==> config.mk <==
export PLATFORM = sky130hd
export DESIGN_NAME = lcd_bus_monitor
export DESIGN_NICKNAME = d
export VERILOG_FILES = /design/src/rtl/lcd_pkg.sv /design/src/rtl/lcd_ddram_shadow.sv /design/src/rtl/lcd_bus_monitor.sv
export SDC_FILE = /design/constraint.sdc
export NUM_CORES = 1
export LEC_CHECK = 0
export ABC_AREA = 1
export CAP_MARGIN = 0
export CORE_MARGIN = 1
export CORE_UTILIZATION = 32
export CTS_BUF_LIST = sky130_fd_sc_hd__clkbuf_4 sky130_fd_sc_hd__clkbuf_8
export CTS_CLUSTER_SIZE = 16
export DETAILED_ROUTE_END_ITERATION = 8
export DONT_BUFFER_PORTS = 1
export GPL_TIMING_DRIVEN = 0
export PLACE_DENSITY = 0.45
export REMOVE_ABC_BUFFERS = 1
export SLEW_MARGIN = 10
export SYNTH_ARGS = -nofsm -noshare
export SYNTH_HDL_FRONTEND = slang
export SYNTH_HIERARCHICAL = 1
export SYNTH_SLANG_ARGS = --single-unit
export TNS_END_PERCENT = 1
==> constraint.sdc <==
create_clock -name CLK -period 3.5 [get_ports CLK]
set_input_delay 0.35 -clock CLK [delete_from_list [all_inputs] [get_ports CLK]]
set_output_delay 0.35 -clock CLK [all_outputs]
set_load 0.05 [all_outputs]
==> src/rtl/lcd_pkg.sv <==
// Shared definitions for the LCD bus monitor: CTRL bit layout, HD44780
// instruction opcodes, DDRAM line map and the event/state enumerations.
package lcd_pkg;

    // CTRL = {DATA[7:0], E, XWRITE, RS}
    localparam int CTRL_RS       = 0;
    localparam int CTRL_RW       = 1;
    localparam int CTRL_E        = 2;
    localparam int CTRL_DATA_LSB = 3;
    localparam int CTRL_DATA_MSB = 10;

    // Instruction opcodes; the highest set bit selects the instruction
    localparam logic [7:0] OP_CLEAR    = 8'h01;
    localparam logic [7:0] OP_HOME     = 8'h02;
    localparam logic [7:0] OP_ENTRY    = 8'h04;
    localparam logic [7:0] OP_DISPLAY  = 8'h08;
    localparam logic [7:0] OP_SHIFT    = 8'h10;
    localparam logic [7:0] OP_FUNCTION = 8'h20;
    localparam logic [7:0] OP_CGRAM    = 8'h40;
    localparam logic [7:0] OP_DDRAM    = 8'h80;

    // Two-line DDRAM map
    localparam logic [6:0] LINE0_BASE = 7'h00;
    localparam logic [6:0] LINE1_BASE = 7'h40;
    localparam logic [6:0] LINE0_LAST = 7'h27;
    localparam logic [6:0] LINE1_LAST = 7'h67;

    localparam int         SHADOW_AW   = 5;
    localparam logic [7:0] CLEAR_CHAR  = 8'h20;

    typedef enum logic [3:0] {
        EvtData     = 4'd0,
        EvtClear    = 4'd1,
        EvtHome     = 4'd2,
        EvtEntry    = 4'd3,
        EvtDisplay  = 4'd4,
        EvtShift    = 4'd5,
        EvtFunction = 4'd6,
        EvtCgram    = 4'd7,
        EvtDdram    = 4'd8
    } evt_code_e;

    typedef enum logic [1:0] {
        StIdle  = 2'd0,
        StExec  = 2'd1,
        StClear = 2'd2
    } mon_state_e;

    // Next address counter value, following the two-line wrap points
    function automatic logic [6:0] ac_step(input logic [6:0] ac, input logic inc);
        logic [6:0] nxt;
        if (inc) begin
            if (ac == LINE0_LAST)      nxt = LINE1_BASE;
            else if (ac == LINE1_LAST) nxt = LINE0_BASE;
            else                       nxt = ac + 7'd1;
        end else begin
            if (ac == LINE0_BASE)      nxt = LINE1_LAST;
            else if (ac == LINE1_BASE) nxt = LINE0_LAST;
            else                       nxt = ac - 7'd1;
        end
        return nxt;
    endfunction

    // Instruction class from the highest set bit; zero is handled by the caller
    function automatic evt_code_e decode_instr(input logic [7:0] d);
        evt_code_e code;
        if ((d & OP_DDRAM) != 8'h00)         code = EvtDdram;
        else if ((d & OP_CGRAM) != 8'h00)    code = EvtCgram;
        else if ((d & OP_FUNCTION) != 8'h00) code = EvtFunction;
        else if ((d & OP_SHIFT) != 8'h00)    code = EvtShift;
        else if ((d & OP_DISPLAY) != 8'h00)  code = EvtDisplay;
        else if ((d & OP_ENTRY) != 8'h00)    code = EvtEntry;
        else if ((d & OP_HOME) != 8'h00)     code = EvtHome;
        else                                 code = EvtClear;
        return code;
    endfunction

endpackage

==> src/rtl/lcd_ddram_shadow.sv <==
// 32x8 shadow of the visible DDRAM (2 lines x 16 columns).
// One write port, one synchronous read port; a same-cycle collision returns
// the old contents. The array itself is not reset.
module lcd_ddram_shadow
    import lcd_pkg::*;
(
    input  logic                 clk,
    input  logic                 rst,
    input  logic                 wr_en,
    input  logic [SHADOW_AW-1:0] wr_addr,
    input  logic [7:0]           wr_data,
    input  logic [SHADOW_AW-1:0] rd_addr,
    output logic [7:0]           rd_data
);

    logic [7:0] mem [2**SHADOW_AW];

    // Write port
    always_ff @(posedge clk) begin
        if (wr_en) begin
            mem[wr_addr] <= wr_data;
        end
    end

    // Registered read, read-before-write on collision
    always_ff @(posedge clk or posedge rst) begin
        if (rst) begin
            rd_data <= 8'h00;
        end else begin
            rd_data <= mem[rd_addr];
        end
    end

endmodule

==> src/rtl/lcd_bus_monitor.sv <==
// Passive HD44780-style LCD responder: decodes each E falling edge into an
// instruction or data access, keeps a 2x16 DDRAM shadow, address counter and
// display-on state, and flags protocol violations in sticky ERR bits.
// Optional E pulse width / RS-RW stability check: define LCDMON_PULSE_CHECK_EN.
module lcd_bus_monitor
    import lcd_pkg::*;
#(
    parameter int unsigned BUSY_CYCLES       = 4000,
    parameter int unsigned CLEAR_BUSY_CYCLES = 153000,
    parameter int unsigned MIN_E_HIGH        = 45
) (
    input  logic        CLK,
    input  logic        RST,
    input  logic [10:0] CTRL,
    input  logic [4:0]  RD_ADDR,
    output logic [7:0]  RD_DATA,
    output logic [6:0]  AC,
    output logic        DISP_ON,
    output logic        BUSY,
    output logic        EVT,
    output logic [3:0]  EVT_CODE,
    output logic [2:0]  ERR
);

    localparam int CNT_W = $clog2(CLEAR_BUSY_CYCLES + 1);

    logic [10:0]    r_ctrl;
    logic [10:0]    ctrl_prev;
    logic           e_fall;
    logic           acc_rs;
    logic           acc_rw;
    logic [7:0]     acc_data;

    mon_state_e     state_q;
    logic           cmd_rs_q;
    logic [7:0]     cmd_data_q;
    evt_code_e      exec_code;
    logic [6:0]     ac_q;
    logic           id_q;
    logic           disp_q;
    logic           evt_q;
    evt_code_e      evt_code_q;
    logic           err_busy_q;
    logic           err_read_q;
    logic           err_timing;
    logic [4:0]     clr_idx_q;

    logic [CNT_W-1:0] busy_cnt_q;
    logic             busy_active;
    logic             busy_long;

    logic           wr_en;
    logic [4:0]     wr_addr;
    logic [7:0]     wr_data;

    // Bus sampling: r_ctrl is the registered bus, ctrl_prev the sample before
    always_ff @(posedge CLK or posedge RST) begin
        if (RST) begin
            r_ctrl    <= '0;
            ctrl_prev <= '0;
        end else begin
            r_ctrl    <= CTRL;
            ctrl_prev <= r_ctrl;
        end
    end

    // Access fields come from the last sample taken with E still high
    assign e_fall   = ctrl_prev[CTRL_E] & ~r_ctrl[CTRL_E];
    assign acc_rs   = ctrl_prev[CTRL_RS];
    assign acc_rw   = ctrl_prev[CTRL_RW];
    assign acc_data = ctrl_prev[CTRL_DATA_MSB:CTRL_DATA_LSB];

    assign exec_code   = cmd_rs_q ? EvtData : decode_instr(cmd_data_q);
    assign busy_active = (busy_cnt_q != '0);
    assign busy_long   = (exec_code == EvtClear) || (exec_code == EvtHome);

    // Busy window counter, reloaded by every executed access
    always_ff @(posedge CLK or posedge RST) begin
        if (RST) begin
            busy_cnt_q <= '0;
        end else if (state_q == StExec) begin
            busy_cnt_q <= busy_long ? CNT_W'(CLEAR_BUSY_CYCLES) : CNT_W'(BUSY_CYCLES);
        end else if (busy_active) begin
            busy_cnt_q <= busy_cnt_q - 1'b1;
        end
    end

    // Access decode/execute FSM with registered AC, display state, events and errors
    always_ff @(posedge CLK or posedge RST) begin
        if (RST) begin
            state_q    <= StIdle;
            cmd_rs_q   <= 1'b0;
            cmd_data_q <= 8'h00;
            ac_q       <= 7'h00;
            id_q       <= 1'b1;
            disp_q     <= 1'b0;
            evt_q      <= 1'b0;
            evt_code_q <= EvtData;
            err_busy_q <= 1'b0;
            err_read_q <= 1'b0;
            clr_idx_q  <= 5'd0;
        end else begin
            evt_q <= 1'b0;
            if (e_fall && (busy_active || state_q == StClear)) begin
                err_busy_q <= 1'b1;
            end
            unique case (state_q)
                StIdle: begin
                    if (e_fall) begin
                        if (acc_rw) begin
                            err_read_q <= 1'b1;
                        end else if (acc_rs || acc_data != 8'h00) begin
                            cmd_rs_q   <= acc_rs;
                            cmd_data_q <= acc_data;
                            state_q    <= StExec;
                        end
                    end
                end
                StExec: begin
                    evt_q      <= 1'b1;
                    evt_code_q <= exec_code;
                    state_q    <= StIdle;
                    unique case (exec_code)
                        EvtData:    ac_q   <= ac_step(ac_q, id_q);
                        EvtDdram:   ac_q   <= cmd_data_q[6:0];
                        EvtDisplay: disp_q <= cmd_data_q[2];
                        EvtEntry:   id_q   <= cmd_data_q[1];
                        EvtHome:    ac_q   <= 7'h00;
                        EvtClear: begin
                            id_q      <= 1'b1;
                            ac_q      <= 7'h00;
                            clr_idx_q <= 5'd0;
                            state_q   <= StClear;
                        end
                        default: ;
                    endcase
                end
                StClear: begin
                    // Accesses arriving here are dropped; only ERR_BUSY records them
                    clr_idx_q <= clr_idx_q + 5'd1;
                    if (clr_idx_q == 5'd31) begin
                        state_q <= StIdle;
                    end
                end
                default: state_q <= StIdle;
            endcase
        end
    end

    // Shadow write port: clear fill has priority, else visible-column data writes
    always_comb begin
        wr_en   = 1'b0;
        wr_addr = 5'd0;
        wr_data = 8'h00;
        if (state_q == StClear) begin
            wr_en   = 1'b1;
            wr_addr = clr_idx_q;
            wr_data = CLEAR_CHAR;
        end else if (state_q == StExec && cmd_rs_q && ac_q[5:4] == 2'b00) begin
            wr_en   = 1'b1;
            wr_addr = {ac_q[6], ac_q[3:0]};
            wr_data = cmd_data_q;
        end
    end

`ifdef LCDMON_PULSE_CHECK_EN
    localparam int HW = $clog2(MIN_E_HIGH + 2);

    logic [HW-1:0] e_high_cnt_q;
    logic [1:0]    rise_rsrw_q;
    logic          err_timing_q;

    // E-high width counter (saturating) and RS/RW captured at E rise
    always_ff @(posedge CLK or posedge RST) begin
        if (RST) begin
            e_high_cnt_q <= '0;
            rise_rsrw_q  <= 2'b00;
        end else if (r_ctrl[CTRL_E] && !ctrl_prev[CTRL_E]) begin
            e_high_cnt_q <= HW'(1);
            rise_rsrw_q  <= {r_ctrl[CTRL_RW], r_ctrl[CTRL_RS]};
        end else if (r_ctrl[CTRL_E] && e_high_cnt_q != '1) begin
            e_high_cnt_q <= e_high_cnt_q + 1'b1;
        end
    end

    // Sticky timing error on a short pulse or RS/RW changing while E high
    always_ff @(posedge CLK or posedge RST) begin
        if (RST) begin
            err_timing_q <= 1'b0;
        end else if (e_fall && ((e_high_cnt_q < HW'(MIN_E_HIGH)) ||
                                (rise_rsrw_q != {acc_rw, acc_rs}))) begin
            err_timing_q <= 1'b1;
        end
    end

    assign err_timing = err_timing_q;
`else
    assign err_timing = 1'b0;
`endif

    lcd_ddram_shadow u_shadow (
        .clk     (CLK),
        .rst     (RST),
        .wr_en   (wr_en),
        .wr_addr (wr_addr),
        .wr_data (wr_data),
        .rd_addr (RD_ADDR),
        .rd_data (RD_DATA)
    );

    assign AC       = ac_q;
    assign DISP_ON  = disp_q;
    assign BUSY     = busy_active || (state_q == StClear);
    assign EVT      = evt_q;
    assign EVT_CODE = evt_code_q;
    assign ERR      = {err_timing, err_read_q, err_busy_q};

endmodule

# Yosys cells after proc, flatten, opt, wreduce, memory -nomap -nowiden
# Memory sizes are Yosys's and may differ from the RTL's. A register that Yosys moved wholly into a read port is not among the register bits.
# Index checks and enable logic that the tools add are counted.
dict set report op_classes {
  n_addsub 4
  eq_ne 16
  mux 35
  n_bitwise 3
  n_reduce_logical 24
}
# op n
set op_table {}
lappend op_table {{2-to-1 mux 18 bit} 3}
lappend op_table {{2-to-1 mux 7 bit} 5}
lappend op_table {{one-hot mux 7 bit (3 select lines)} 1}
lappend op_table {{nonzero test 18 bit} 1}
lappend op_table {{subtractor 18 x 1 -> 18 bit (second input constant)} 1}
lappend op_table {{2-to-1 mux 8 bit} 2}
lappend op_table {{2-to-1 mux 5 bit} 3}
lappend op_table {{equality test 7 bit (second input constant)} 2}
lappend op_table {{2-to-1 mux 2 bit} 7}
lappend op_table {{2-to-1 mux 4 bit} 3}
lappend op_table {{one-hot mux 5 bit (2 select lines)} 1}
lappend op_table {{2-to-1 mux 3 bit} 3}
lappend op_table {{equality test 4 x 2 -> 1 bit (second input constant)} 2}
lappend op_table {{!= test 2 bit (second input constant)} 4}
lappend op_table {{AND reduction 2 bit} 4}
lappend op_table {{AND reduction 4 bit} 2}
lappend op_table {{nonzero test 8 bit} 1}
lappend op_table {{adder 7 x 1 -> 7 bit (second input constant)} 1}
lappend op_table {{equality test 7 x 6 -> 1 bit (second input constant)} 1}
lappend op_table {{logical NOT 7 bit} 1}
lappend op_table {{subtractor 7 x 1 -> 7 bit (second input constant)} 1}
lappend op_table {{one-hot mux 2 bit (3 select lines)} 1}
lappend op_table {{nonzero test 2 bit} 3}
lappend op_table {{adder 5 x 1 -> 5 bit (second input constant)} 1}
lappend op_table {{18 further kinds} 28}
dict set report totals {
  reg_bits 72
  ram_bits 256
  in_bits 18
  out_inout_bits 25
  wordCells 97
  mem_count 1
}
# memory words width rd rd_clocked_by_memory_dff wr line
set mem_list {}
lappend mem_list {u_shadow.mem 32 8 1 1 1 lcd_ddram_shadow.sv:16} ;# logic [7:0] mem [2**SHADOW_AW];

# Depth between registers and ports, before layout
dict set report logic_depth {
  ltp_word 12
  depth_mapped 12
  depth_no_buf 12
}

# Hierarchy
# The synthesis kept the hierarchy.
# module instances cells_per_inst area_each_um2 seq_area_each_um2
set modules_own_cells {}
lappend modules_own_cells {lcd_ddram_shadow 1 923 10826.6 7887.6}
lappend modules_own_cells {lcd_bus_monitor 1 438 3643.5 1803.0}

# Worst setup path before layout
# Ideal clock, no wire load.
dict set report synth_timing {
  path_kind {flip-flop to flip-flop}
  start {register ac_q[4], in the netlist AC[4]}
  end {memory u_shadow.mem[0][5] (data pin)}
  setup_time_ns 0.454
  t_arrival_ns 2.285
  required_time_ns 3.046
  path_slack_ns 0.760
  stages_incl_launch_ff 4
  path_buffers 0
  synth_period_minus_slack_ns 2.740
  cell_sequence {dfrtp_1 -> nor2_1 -> nand3_1 -> o21ai_0}
}
dict set report synth_between {
  elab_chain_len 4
}
# item line
set synth_rtl {}
lappend synth_rtl {{start: declaration} lcd_bus_monitor.sv:38} ;# logic [6:0] ac_q;
lappend synth_rtl {{start signal: assignment} lcd_bus_monitor.sv:124} ;# EvtData: ac_q <= ac_step(ac_q, id_q);
lappend synth_rtl {{start signal: assignment} lcd_bus_monitor.sv:125} ;# EvtDdram: ac_q <= cmd_data_q[6:0];
lappend synth_rtl {{logical NOT 2 bit} lcd_bus_monitor.sv:159} ;# end else if (state_q == StExec && cmd_rs_q && ac_q[5:4] == 2'b00) begin
lappend synth_rtl {{logical AND 1 bit} lcd_bus_monitor.sv:159}
lappend synth_rtl {{2-to-1 mux 8 bit} lcd_bus_monitor.sv:159}
lappend synth_rtl {{2-to-1 mux 8 bit} lcd_bus_monitor.sv:155} ;# if (state_q == StClear) begin
lappend synth_rtl {{named net wr_data[5]} lcd_bus_monitor.sv:54} ;# logic [7:0] wr_data;
lappend synth_rtl {{end: declaration} lcd_ddram_shadow.sv:16}
# The timed path passes the listed nets, and every way through them passes these cells.

# Final worst setup path
dict set report layout_timing {
  start {register state_q[1]}
  end {memory u_shadow.mem[4][4], enable pin}
}
dict set report layout_between {
  elab_chain_len 7
  word_cells_on_any_way 10
  cone_classes {2 x eq/ne; 6 x mux; 2 x reduce/logical}
}
# item line
set layout_rtl {}
lappend layout_rtl {{start: declaration} lcd_bus_monitor.sv:34} ;# mon_state_e state_q;
lappend layout_rtl {{start signal: assignment} lcd_bus_monitor.sv:91} ;# state_q <= StIdle;
lappend layout_rtl {{start signal: assignment} lcd_bus_monitor.sv:115} ;# state_q <= StExec;
lappend layout_rtl {{start signal: assignment} lcd_bus_monitor.sv:122} ;# state_q <= StIdle;
lappend layout_rtl {{equality test 2 x 1 -> 1 bit} lcd_bus_monitor.sv:159}
lappend layout_rtl {{logical AND 1 bit (2 in a row)} lcd_bus_monitor.sv:159}
lappend layout_rtl {{2-to-1 mux 1 bit} lcd_bus_monitor.sv:159}
lappend layout_rtl {{2-to-1 mux 1 bit *} lcd_bus_monitor.sv:155}
lappend layout_rtl {{named net wr_en} lcd_bus_monitor.sv:52} ;# logic wr_en;
lappend layout_rtl {{2-to-1 mux 1 bit *} lcd_ddram_shadow.sv:20} ;# if (wr_en) begin
lappend layout_rtl {{2-to-1 mux 1 bit (not written as such) *} lcd_ddram_shadow.sv:21} ;# mem[wr_addr] <= wr_data;
# The timed path passes the listed nets; every way through them passes the cells marked *.

==> impl_metrics.env <==
export IMPL_via_per_inst=4.72
export IMPL_grt_usage=0.163
export IMPL_path_buf_inv=0
export IMPL_p_leak_nw=6.53
export IMPL_first_pass_iters=5
export IMPL_ir_drop_uv=349
export IMPL_ioPinCount=43
export IMPL_synthAdderAreaFrac=0.00432
export IMPL_worst_slew_pin_slew_ns=0.882
export IMPL_cap_violations=0
export IMPL_slew_headroom=0.411
export IMPL_grt_max_degree=130
export IMPL_synth_distinct_cells=43
export IMPL_synth_top_area_share=0.531
export IMPL_vias=9558
export IMPL_worstSkewPairLatency_ns=0.65
export IMPL_max_stage_delay_ns=0.75
export IMPL_fmax_mhz=290
export IMPL_synth_area_mm2=0.0145
export IMPL_end_kind="flop"
export IMPL_grt_pass1_vias=9387
export IMPL_core_mm2=0.0444
export IMPL_finalCritPeriodShare=0.984
export IMPL_dp_hpwl_um=20700
export IMPL_row_count=77
export IMPL_worst_clock_skew_ns=0.0315
export IMPL_synth_compound_area_frac=0.0225
export IMPL_rsz0062_at_grt="yes"
export IMPL_final_layout_size_suffix_gt1_frac=0.136
export IMPL_yosysTopAreaCell="edfxtp_1"
export IMPL_hold_class="primary input to flop"
export IMPL_die_area_mm2=0.0461
export IMPL_dp_cells=1896
export IMPL_grt_pass1_wl_um=57000
export IMPL_muxShareOfSynthArea=0
export IMPL_ys_flop_type="edfxtp_1"
export IMPL_synth_warnings=6
export IMPL_die_h_um=215
export IMPL_status="complete, no violations"
export IMPL_postSynthAreaPerCell_um2=10.6
export IMPL_diodes=0
export IMPL_cpMaxStageDelayCell="nor2_2"
export IMPL_initial_core_util=0.326
export IMPL_hold_viol=0
export IMPL_wl_per_cell_um=18.3
export IMPL_cts_tree="built"
export IMPL_worstPathMaxFanout=18
export IMPL_ant_nets=0
export IMPL_worstPathRequired_ns=3.76
export IMPL_worst_slack_ns=0.0551
export IMPL_worstSetupPathType="flop to flop"
export IMPL_stdcell_count=2026
export IMPL_die_w_um=215
export IMPL_syn_inst=1361
export IMPL_start_kind="flop"
export IMPL_synth_xor_area_frac=0.00847
export IMPL_critPathTopFamily="simple AND/OR/NAND/NOR gates"
export IMPL_layout_common_cells="nand2_1, edfxtp_1, nand3_1"
export IMPL_synth_area_leaders="edfxtp_1, dfrtp_1, nand2_1"
export IMPL_synth_top_family_by_area="simple AND/OR/NAND/NOR gates"
export IMPL_period_needed_ns=3.44
export IMPL_fill_cells=4402
export IMPL_ys_async_sr_fraction=0.238
export IMPL_yosys_register_bits=336
export IMPL_grt_ovfl_total=0
export IMPL_powerDensity_mw_per_mm2=646
export IMPL_dp_worst_setup_slack_ns=-0.960
export IMPL_drt_wl_total_um=37100
export IMPL_port_buffers=0
export IMPL_path_cells="nor2_4 -> nand3_4 -> nand2_1 -> nand3_1 -> nor2_2"
export IMPL_slew_viol_final=0
export IMPL_cts_path_max_buffers=3
export IMPL_cts_root_buffer="clkbuf_8"
export IMPL_drc=0
export IMPL_routabilityCongestion=0.755
export IMPL_final_setup_viol_count=0
export IMPL_htree_levels=2
export IMPL_final_common_cell="nand2_1"
export IMPL_final_nets=1405
export IMPL_synth_edf_count=256
export IMPL_area_growth_pct=14.9
export IMPL_first_iter_violations=732
export IMPL_synthSimpleGateAreaFrac=0.245
export IMPL_path_clk_slew_ns=0.06
export IMPL_antenna_found_initial=0
export IMPL_numCtsBuffers=60
export IMPL_yosysSeqAreaShare=0.670
export IMPL_cp_arrival_ns=3.71
export IMPL_clock_sinks=336
==> power breakdown <==
group | switching (mW) | total (mW) | internal (mW)
clock | 1.64 | 3.98 | 2.34
combinational | 1.08 | 1.61 | 0.538
sequential | 0.590 | 5.14 | 4.55
total | 3.30 | 10.7 | 7.44
==> worst min-delay path: cells and delay by family <==
family | cells | cell delay, ns
simple gates | 4 | 0.29
==> cell families (layout without fill, tap and decap cells) <==
family	Yosys count	count (layout)
flip-flops	336	336
XOR/XNOR	14	14
AND/OR/NAND/NOR	820	820
other	1	1
AO/OA/AOI/OAI	55	55
buffers and inverters	130	203
adder cells (fa/ha/maj)	5	5
==> routing by layer <==
| layer | GRT usage | up-vias | share of wire |
|---|---|---|---|
| met1 | 0.222 | 4628 | 0.46 |
| met4 | 0.0621 | 0 | 0.025 |
| met2 | 0.254 | 223 | 0.46 |
| li1 | - | 4648 | - |
| met3 | 0.0321 | 59 | 0.051 |
| met5 | 0 | - | 0 |
==> flip-flops by register name, summed over array words and instances, names as in the netlist, 2 cells and up <==
register / count
ctrl_prev: 11
clr_idx_q: 5
r_ctrl: 11
u_shadow/rd_data: 8
EVT_CODE: 4
busy_cnt_q: 18
cmd_data_q: 8
AC: 7
u_shadow/mem: 256
state_q: 2
==> cell usage after synthesis, types with 6 or more instances <==
| cell | count |
|---|---|
| a21oi_1 | 11 |
| a21oi_2 | 6 |
| buf_2 | 16 |
| buf_4 | 9 |
| buf_6 | 23 |
| clkbuf_1 | 11 |
| dfrtp_1 | 79 |
| edfxtp_1 | 256 |
| inv_1 | 60 |
| inv_2 | 7 |
| nand2_1 | 450 |
| nand2_2 | 8 |
| nand3_1 | 233 |
| nand4_1 | 6 |
| nor2_1 | 94 |
| nor2_2 | 7 |
| o21ai_0 | 23 |
| xor2_1 | 13 |
==> through the flow <==
| step | hold WS [ns] | setup TNS, ns | cell area (µm²) | total power [mW] | util |
|---|---|---|---|---|---|
| final | 0.0567 | 0 | 16600 | 10.7 | 0.374 |
| after global routing | 0.0440 | -1.71 | 16600 | 11.3 | 0.374 |
| after CTS | 0.00117 | 0 | 16600 | 10.9 | 0.374 |
| after detailed placement | 0.271 | -195.89 | 15000 | 6.80 | 0.337 |
| after global placement | 0.261 | -252.41 | 14800 | 6.74 | 0.332 |
| after floorplan | 0.166 | 0 | 14000 | 6.28 | - |
==> final cells by class <==
cell class,instances,area (µm²),area share
tap,592,741,0.0445
multi-input combinational,895,4320,0.260
sequential,336,9690,0.583
clock inverter,26,244,0.0147
timing repair buffer,21,290,0.0175
clock buffer,88,1080,0.0649
inverter,68,265,0.0159
==> final timing paths <==
kind,to,startpoint,cells after the start,slack [ns]
max in group asynchronous,busy_cnt_q[16],RST,3,2.57
max,u_shadow/mem[4][4],state_q[1],5,0.06
min,u_shadow/rd_data[7],RD_ADDR[3],4,0.06
max reg2reg,u_shadow/mem[4][4],state_q[1],5,0.06
min reg2reg,ctrl_prev[5],r_ctrl[5],0,0.32
min in group asynchronous,u_shadow/rd_data[6],RST,2,0.36
==> timing repair <==
| item | in CTS | in global routing |
|---|---|---|
| buffers inserted | 0 | 0 |
| pin swaps | 0 | 0 |
| cloned | 0 | 0 |
| hold buffers | 16 | 0 |
| setup endpoints to repair | 256 | 95 |
| gates resized for setup | 52 | 4 |
| endpoints found under the hold margin | 99 | 0 |
Power figures use the tool's default switching activity.
